[config.mk]
export PLATFORM = sky130hd
export DESIGN_NAME = bram16k_arbiter
export DESIGN_NICKNAME = d
export VERILOG_FILES = /design/src/rtl/bram16k_arbiter.sv
export SDC_FILE = /design/constraint.sdc
export NUM_CORES = 1
export LEC_CHECK = 0
export CORE_MARGIN = 2
export CORE_UTILIZATION = 34
export CTS_CLUSTER_SIZE = 30
export DETAILED_ROUTE_END_ITERATION = 10
export PLACE_DENSITY = 0.81
export SETUP_SLACK_MARGIN = 0.5
export SLEW_MARGIN = 20
export SYNTH_ARGS = -nofsm -noshare
export SYNTH_HDL_FRONTEND = slang
export SYNTH_SLANG_ARGS = --single-unit
[constraint.sdc]
create_clock -name i_clock -period 4.8 [get_ports i_clock]
set_input_delay 1.44 -clock i_clock [delete_from_list [all_inputs] [get_ports i_clock]]
set_output_delay 1.44 -clock i_clock [all_outputs]
set_load 0.05 [all_outputs]
[src/rtl/bram16k_arbiter.sv]
// Round-robin arbiter sharing one 512x32 dual-port bram16k between two requesters.
// Read and write ports are arbitrated independently; read data is routed back by requester id.
module bram16k_arbiter #(
  parameter int unsigned DATA_WIDTH = 32,
  parameter int unsigned ADDR_WIDTH = 9,
  parameter int unsigned RD_LATENCY = 1
) (
  input  logic                  i_clock,
  input  logic                  i_reset,
  input  logic                  i_req0_valid,
  input  logic                  i_req0_we,
  input  logic [ADDR_WIDTH-1:0] i_req0_addr,
  input  logic [DATA_WIDTH-1:0] i_req0_wdata,
  output logic                  o_req0_ready,
  output logic                  o_req0_rvalid,
  output logic [DATA_WIDTH-1:0] o_req0_rdata,
  input  logic                  i_req1_valid,
  input  logic                  i_req1_we,
  input  logic [ADDR_WIDTH-1:0] i_req1_addr,
  input  logic [DATA_WIDTH-1:0] i_req1_wdata,
  output logic                  o_req1_ready,
  output logic                  o_req1_rvalid,
  output logic [DATA_WIDTH-1:0] o_req1_rdata,
  output logic [DATA_WIDTH-1:0] o_bram_data,
  output logic [ADDR_WIDTH-1:0] o_bram_rdaddress,
  output logic [ADDR_WIDTH-1:0] o_bram_wraddress,
  output logic                  o_bram_wren,
  input  logic [DATA_WIDTH-1:0] i_bram_q
);

  localparam int unsigned LAST = RD_LATENCY - 1;

  logic                  w_wr0, w_wr1, w_rd0, w_rd1;
  logic                  w_wr_any, w_rd_any;
  logic                  w_wr_win, w_rd_win;
  logic                  w_collide, w_rd_gnt;
  logic [ADDR_WIDTH-1:0] w_wr_addr, w_rd_addr;
  logic [DATA_WIDTH-1:0] w_wr_data;

  logic                  r_wr_prio, r_rd_prio;
  logic [ADDR_WIDTH-1:0] r_wraddr, r_rdaddr;
  logic [DATA_WIDTH-1:0] r_wdata;
  logic [RD_LATENCY-1:0] r_pipe_v, r_pipe_id;

  // Port classification; reset masks every request so nothing is granted.
  always_comb begin
    w_wr0 = i_req0_valid &  i_req0_we & ~i_reset;
    w_wr1 = i_req1_valid &  i_req1_we & ~i_reset;
    w_rd0 = i_req0_valid & ~i_req0_we & ~i_reset;
    w_rd1 = i_req1_valid & ~i_req1_we & ~i_reset;
  end

  // Winner id: priority register breaks ties, otherwise the sole contender.
  always_comb begin
    w_wr_any  = w_wr0 | w_wr1;
    w_rd_any  = w_rd0 | w_rd1;
    w_wr_win  = (w_wr0 & w_wr1) ? r_wr_prio : w_wr1;
    w_rd_win  = (w_rd0 & w_rd1) ? r_rd_prio : w_rd1;
    w_wr_addr = w_wr_win ? i_req1_addr  : i_req0_addr;
    w_wr_data = w_wr_win ? i_req1_wdata : i_req0_wdata;
    w_rd_addr = w_rd_win ? i_req1_addr  : i_req0_addr;
    // A read of the address being written this cycle waits one cycle for the new data.
    w_collide = w_wr_any & w_rd_any & (w_rd_addr == w_wr_addr);
    w_rd_gnt  = w_rd_any & ~w_collide;
  end

  assign o_req0_ready = (w_wr_any & ~w_wr_win) | (w_rd_gnt & ~w_rd_win);
  assign o_req1_ready = (w_wr_any &  w_wr_win) | (w_rd_gnt &  w_rd_win);

  assign o_bram_wren      = w_wr_any;
  assign o_bram_wraddress = w_wr_any ? w_wr_addr : r_wraddr;
  assign o_bram_data      = w_wr_any ? w_wr_data : r_wdata;
  assign o_bram_rdaddress = w_rd_gnt ? w_rd_addr : r_rdaddr;

  assign o_req0_rdata  = i_bram_q;
  assign o_req1_rdata  = i_bram_q;
  assign o_req0_rvalid = r_pipe_v[LAST] & ~r_pipe_id[LAST] & ~i_reset;
  assign o_req1_rvalid = r_pipe_v[LAST] &  r_pipe_id[LAST] & ~i_reset;

  // Priorities, held bram address/data and the read-return pipeline.
  always_ff @(posedge i_clock) begin
    if (i_reset) begin
      r_wr_prio <= 1'b0;
      r_rd_prio <= 1'b0;
      r_wraddr  <= '0;
      r_wdata   <= '0;
      r_rdaddr  <= '0;
      r_pipe_v  <= '0;
      r_pipe_id <= '0;
    end else begin
      if (w_wr_any) begin
        r_wr_prio <= ~w_wr_win;
        r_wraddr  <= w_wr_addr;
        r_wdata   <= w_wr_data;
      end
      if (w_rd_gnt) begin
        r_rd_prio <= ~w_rd_win;
        r_rdaddr  <= w_rd_addr;
      end
      r_pipe_v[0]  <= w_rd_gnt;
      r_pipe_id[0] <= w_rd_win;
      for (int unsigned i = 1; i < RD_LATENCY; i++) begin
        r_pipe_v[i]  <= r_pipe_v[i-1];
        r_pipe_id[i] <= r_pipe_id[i-1];
      end
    end
  end

endmodule

==> flow_metrics.env <==
export IMPL_slowest_delay_ps=270
export IMPL_required_ps=5060
export IMPL_synth_nets=533
export IMPL_fin_crit_ps=4818
export IMPL_wl_per_cell_um=21.27
export IMPL_fin_setup_tns_ps=-17.64
export IMPL_p_seq_share_pct=30.0
export IMPL_grt_usage_pct=24.91
export IMPL_antenna_left=0
export IMPL_path_max_fanout=2
export IMPL_reg2regPathDepth=7
export IMPL_wl_mm=15.02
export IMPL_fmax_mhz=207.6
export IMPL_synth_top_area_cell="dfxtp_1"
export IMPL_async_flop_share_pct=0
export IMPL_run_status="finished, violations left"
export IMPL_first_iter_violations=314
export IMPL_drv_slew=0
export IMPL_slew_headroom_pct=65.44
export IMPL_ios=239
export IMPL_drv_cap=0
export IMPL_dpl_hpwl_mm=8.036
export IMPL_pre_cts_ws_ps=-245.1
export IMPL_viasPerCell=5.418
export IMPL_whs_ps=470.4
export IMPL_synth_area_mm2=0.003172
export IMPL_hold_depth=2
export IMPL_p_per_area_mw_per_mm2=234.3
export IMPL_finalPower_mw=1.634
export IMPL_p_switching_mw=0.5905
export IMPL_p_leak_nw=2.908
export IMPL_switching_share_pct=36.15
export IMPL_firstDrtPassIters=5
export IMPL_row_count=35
export IMPL_start_kind="input pin"
export IMPL_cts_tree="built"
export IMPL_hold_path_endpoint="r_rdaddr[0]"
export IMPL_nFillCells=516
export IMPL_synth_edff_count=0
export IMPL_r2r_end="r_rd_prio"
export IMPL_grt_overflow=0
export IMPL_cpMostUsedCell="buf_4"
export IMPL_crit_start="i_req1_addr[2]"
export IMPL_grt_pass1_wl_mm=19.76
export IMPL_min_period_over_period_pct=100.4
export IMPL_final_util_pct=76.19
export IMPL_path_class="input pin to flop"
export IMPL_timing_hold_violations_final=0
export IMPL_combPwrFrac_pct=50.7
export IMPL_place_gp_congestion=0.8421
export IMPL_num_antenna_cells=0
export IMPL_intPower_mw=1.043
export IMPL_synth_top_area_share_pct=34.08
export IMPL_synth_main_ff_cell="dfxtp_1"
export IMPL_yosys_warnings=0
export IMPL_dieArea_mm2=0.01012
export IMPL_root_buffer="clkbuf_8"
export IMPL_crit_arrival_ps=5070
export IMPL_antenna_found_initial=0
export IMPL_num_vias=3825
export IMPL_peakVddDrop_v=0.0001408
export IMPL_highest_layer="met4"
export IMPL_ys_seq_elements=54
export IMPL_violations="negative setup slack"
export IMPL_start_util_pct=34.65
export IMPL_r2r_start="r_wr_prio"
export IMPL_clock_sinks=54
export IMPL_die_height_um=100.6
export IMPL_grt_pass1_vias=3952
export IMPL_clkPwrFrac_pct=19.3
export IMPL_drc=0
export IMPL_hold_class="flop to flop"
export IMPL_synth_cells=413
export IMPL_yosys_top_cells_area="dfxtp_1, buf_4, nand2_1"
export IMPL_cpMaxStageDelayCell="xnor2_1"
export IMPL_htreeDepth=2
export IMPL_fin_ws_ps=-17.64
export IMPL_grt_max_degree=40
export IMPL_min_delay_start="r_rdaddr[0]"
export IMPL_seq_area_frac_synth_pct=34.08
export IMPL_synth_distinct_cells=36
export IMPL_tightest_slew_ps=512.9
export IMPL_met3_length_mm=1.051
export IMPL_clk_pin_slew_ps=90
export IMPL_avgSynthCellArea_um2=7.680
export IMPL_numCtsBuffers=5
export IMPL_r2r_setup_slack_ps=2580
export IMPL_cts_buffer_depth=2
export IMPL_layout_drive_gt1_share_pct=54.12
export IMPL_core_area_mm2=0.009153
export IMPL_nets=715
export IMPL_ctsHoldBuffers=0
export IMPL_wl_met1_mm=5.457
export IMPL_rsz0062_at_grt="true"
export IMPL_dr_wl_met2_mm=7.809
export IMPL_fin_worst_skew_ps=5.654
export IMPL_setup_viol=1
export IMPL_clk_latency_ps=310
export IMPL_die_x_um=100.6
export IMPL_syn_to_final_growth_pct=119.8
export IMPL_crit_path_end_kind="flop"
export IMPL_portBuffers=142
==> through the flow <==
stage	cells	area [um^2]
floorplan	413	3411
global placement	637	5363
detailed placement	637	5363
CTS	690	6404
global route	706	6973
finish	706	6973
==> routing by layer <==
metal	up-vias	GRT usage, %
li1	1715	-
met1	1849	27.55
met2	189	42.56
met3	72	7.559
met4	0	13.59
met5	-	0
==> Yosys cell counts (3+ instances only) <==
| library cell | instances |
|---|---|
| a21o_1 | 3 |
| a21oi_1 | 36 |
| a22oi_1 | 31 |
| and3b_1 | 3 |
| buf_2 | 3 |
| buf_4 | 64 |
| clkbuf_1 | 18 |
| dfxtp_1 | 54 |
| inv_1 | 13 |
| mux2_2 | 7 |
| mux2i_1 | 7 |
| nand2_1 | 75 |
| nand2b_1 | 11 |
| nand3_1 | 8 |
| nor2_1 | 10 |
| nor2b_1 | 12 |
| o21ai_0 | 11 |
| o21ai_1 | 19 |
| xnor2_1 | 6 |
==> repair_timing <==
| item | 4_1_cts | 5_1_grt |
|---|---|---|
| gates resized for setup | 165 | 88 |
| setup endpoints to repair | 53 | 53 |
| buffers inserted | 41 | 14 |
| gates cloned | 5 | 2 |
| pin swaps | 34 | 35 |
==> sequential cells by signal, summed over array words and instances, names as in the netlist <==
register   flops
r_rdaddr       9
r_pipe_id      1
r_wdata       32
r_rd_prio      1
r_wr_prio      1
r_pipe_v       1
r_wraddr       9
==> area by class of cell <==
cell class / count / area, um^2 / area share, %
timing repair buffer: 261 / 3054 / 43.80
sequential: 54 / 1081 / 15.50
multi-input combinational: 258 / 2510 / 36.00
clock buffer: 6 / 82.58 / 1.184
timing repair inverter: 1 / 11.26 / 0.1615
tap: 111 / 138.9 / 1.992
inverter: 14 / 65.06 / 0.9331
clock inverter: 1 / 30.03 / 0.4306
==> power groups by stage <==
stage / combinational, mW / sequential [mW] / clock [mW]
finish: 0.828 / 0.490 / 0.315
global route: 0.856 / 0.492 / 0.344
CTS: 0.749 / 0.488 / 0.323
detailed placement: 0.659 / 0.498 / 0
global placement: 0.648 / 0.496 / 0
floorplan: 0.459 / 0.494 / 0
==> how the worst max path moves through the flow <==
stage,endpoint,slack (ps),cells past startpoint
4_1_cts,o_bram_rdaddress[5],180,9
3_5_place_dp,o_bram_rdaddress[2],-250,9
2_1_floorplan,o_bram_rdaddress[0],360,8
5_1_grt,r_rd_prio,-100,26
6_report,r_rd_prio,-20,26
3_3_place_gp,o_req0_ready,-180,9
==> critical path: cells and delay by family <==
kind | cells | cell delay (ps)
compound gates | 3 | 470
xor+xnor | 1 | 270
buf+inv | 20 | 2610
simple gates | 2 | 280
==> kinds of logic after synthesis <==
group	count (synthesis)	synth area share [%]
xor gates and xnor gates	7	1.933
muxes	14	4.695
DFF	54	34.08
and+or+nand+nor	128	18.62
buffers and inverters	101	19.64
AOI/OAI and AO/OA	109	21.03
==> placed cells by master (no fill, tap or decap), types with 5 or more instances in the layout <==
cell type,count
buf_4,95
clkdlybuf4s50_1,64
buf_12,57
dfxtp_1,54
nand2_4,48
a21oi_1,35
a22oi_1,26
buf_6,19
nand2_8,15
inv_1,12
o21ai_4,12
nand2_1,11
nand2b_1,11
nor2b_1,10
o21ai_1,9
nand3_2,8
dlygate4sd2_1,8
o21ai_2,7
nor2_1,7
mux2_2,7
clkbuf_8,6
clkdlybuf4s15_1,6
a22oi_2,5
(Power assumes the default switching activity.)
==> RTL change: new RTL, same settings <==
Set the parameter `ADDR_WIDTH` to 10 (it was 9).
--- a/src/rtl/bram16k_arbiter.sv
+++ b/src/rtl/bram16k_arbiter.sv
@@ -3,5 +3,5 @@
 module bram16k_arbiter #(
   parameter int unsigned DATA_WIDTH = 32,
-  parameter int unsigned ADDR_WIDTH = 9,
+  parameter int unsigned ADDR_WIDTH = 10,
   parameter int unsigned RD_LATENCY = 1
 ) (
Ports: changed (resized i_req0_addr, i_req1_addr, o_bram_rdaddress and o_bram_wraddress); port bits go from 239 to 243. No check against the original RTL was run, so the function may have changed too.
==> RTL change against the unedited design <==
- critical path depth fell by 16
- via count fell by 11%
- hold slack improved by 0.064 ns
- sequential power rose by 3%
- routed wire length fell by 21%
- power fell by 13%
- critical path type is now in -> out
- sequential cell count rose by 2
- cell area fell by 17%
- sequential share of layout area rose by 3.9 points
- setup slack improved by 0.37 ns
- critical endpoint is now o_bram_rdaddress[5]
- combinational power fell by 21%
- area after synthesis rose by 3.5%
==> RTL change: results (changes against the unedited design) <==
[run_status]
status=complete, no violations

[grt]
grt_pass1_wl_um=16100  ; -18%
grt_max_degree=32  ; -20%
track_usage_pct=19.8  ; -5.1 points
grt_pass1_vias=3411  ; -14%

[setup_path]
crit_start=i_req1_addr[8]
crit_path_max_fanout=6  ; +4
r2r-start=r_rd_prio
cp_slowest_cell=nor4_2
slowest_delay_ns=0.29  ; +0.02 ns
r2r_cells=10  ; +3

[routing]
dr.pass1.iters=4  ; -1
wl_um=11800  ; -21%
post_drt_wl_per_cell_um=17.4  ; -18%
dr_total_vias=3423  ; -11%
drtIter0Drc=127  ; -60%

[layout]
buf_share_pct=42.1  ; -1.7 points
drive_gt1_share_pct=48.6  ; -5.5 points
multi_input_gates=252  ; -2.3%
fill_cells=773  ; +50%
clockBufferCount=8  ; +2
reg_top3=r_wdata (32), r_rdaddr (10), r_wraddr (10)
signal_buffers=233  ; -11%
clk_share_pct=1.56  ; -0.056 points
multi_input_area_mm2=0.00197  ; -22%

[placed_design]
place_hpwl_um=7800  ; -2.9%
portBuffers=146  ; +2.8%
placed_cells=651  ; +2.2%
pre_cts_ws_ns=-0.0937  ; +0.151 ns
dpl_cell_area_mm2=0.00502  ; -6.4%
gp_congestion=0.850  ; +0.89%

[hold_path]
hold_start=r_rdaddr[8]

[die]
core_mm2=0.00928  ; +1.4%

[clock_tree]
cts_setup_buffers=9  ; -78%

[sta]
finalClockSkew_ns=0.00966  ; +0.00400 ns
slew_headroom_pct=79.3  ; +14 points

[synthesis]
ys_types=38  ; +5.6%
avgSynthCellArea_um2=8.23  ; +7.1%
yosys-top-cells-count=74 x nand2_1, 68 x buf_4, 56 x dfxtp_1, 31 x a21oi_1, 31 x a22oi_1
synthesis.nets=521  ; -2.3%

[power]
max-vdd-ir-drop_mv=0.152  ; +8.3%

[RTL change: cell families after synthesis]
logic type / synth area share, %
xor+xnor: 2.67
mux: 6.48
compound gates: 16.9
flops: 34.2
simple gates: 20.7
buf+inv: 19.1
[RTL change: path summary, 6_finish.rpt]
| kind | end | slack, ns |
|---|---|---|
| setup / recovery | o_bram_rdaddress[5] | 0.36 |
| hold / removal | r_rdaddr[8] | 0.53 |
| setup reg to reg | r_rdaddr[5] | 2.91 |
| hold reg to reg | r_rdaddr[8] | 0.53 |
[RTL change: per-layer routing]
metal / GRT usage [%] / share of wire, % / vias up
li1: - / - / 1592
met1: 21.8 / 38 / 1634
met2: 36.7 / 53 / 162
met3: 4.99 / 6.1 / 35
met4: 7.18 / 2.9 / 0
met5: 0 / 0 / -
[RTL change: power breakdown]
part	switching (mW)	total (mW)	internal, mW
registers	0.0124	0.507	0.494
clock network	0.150	0.269	0.118
logic	0.355	0.652	0.297
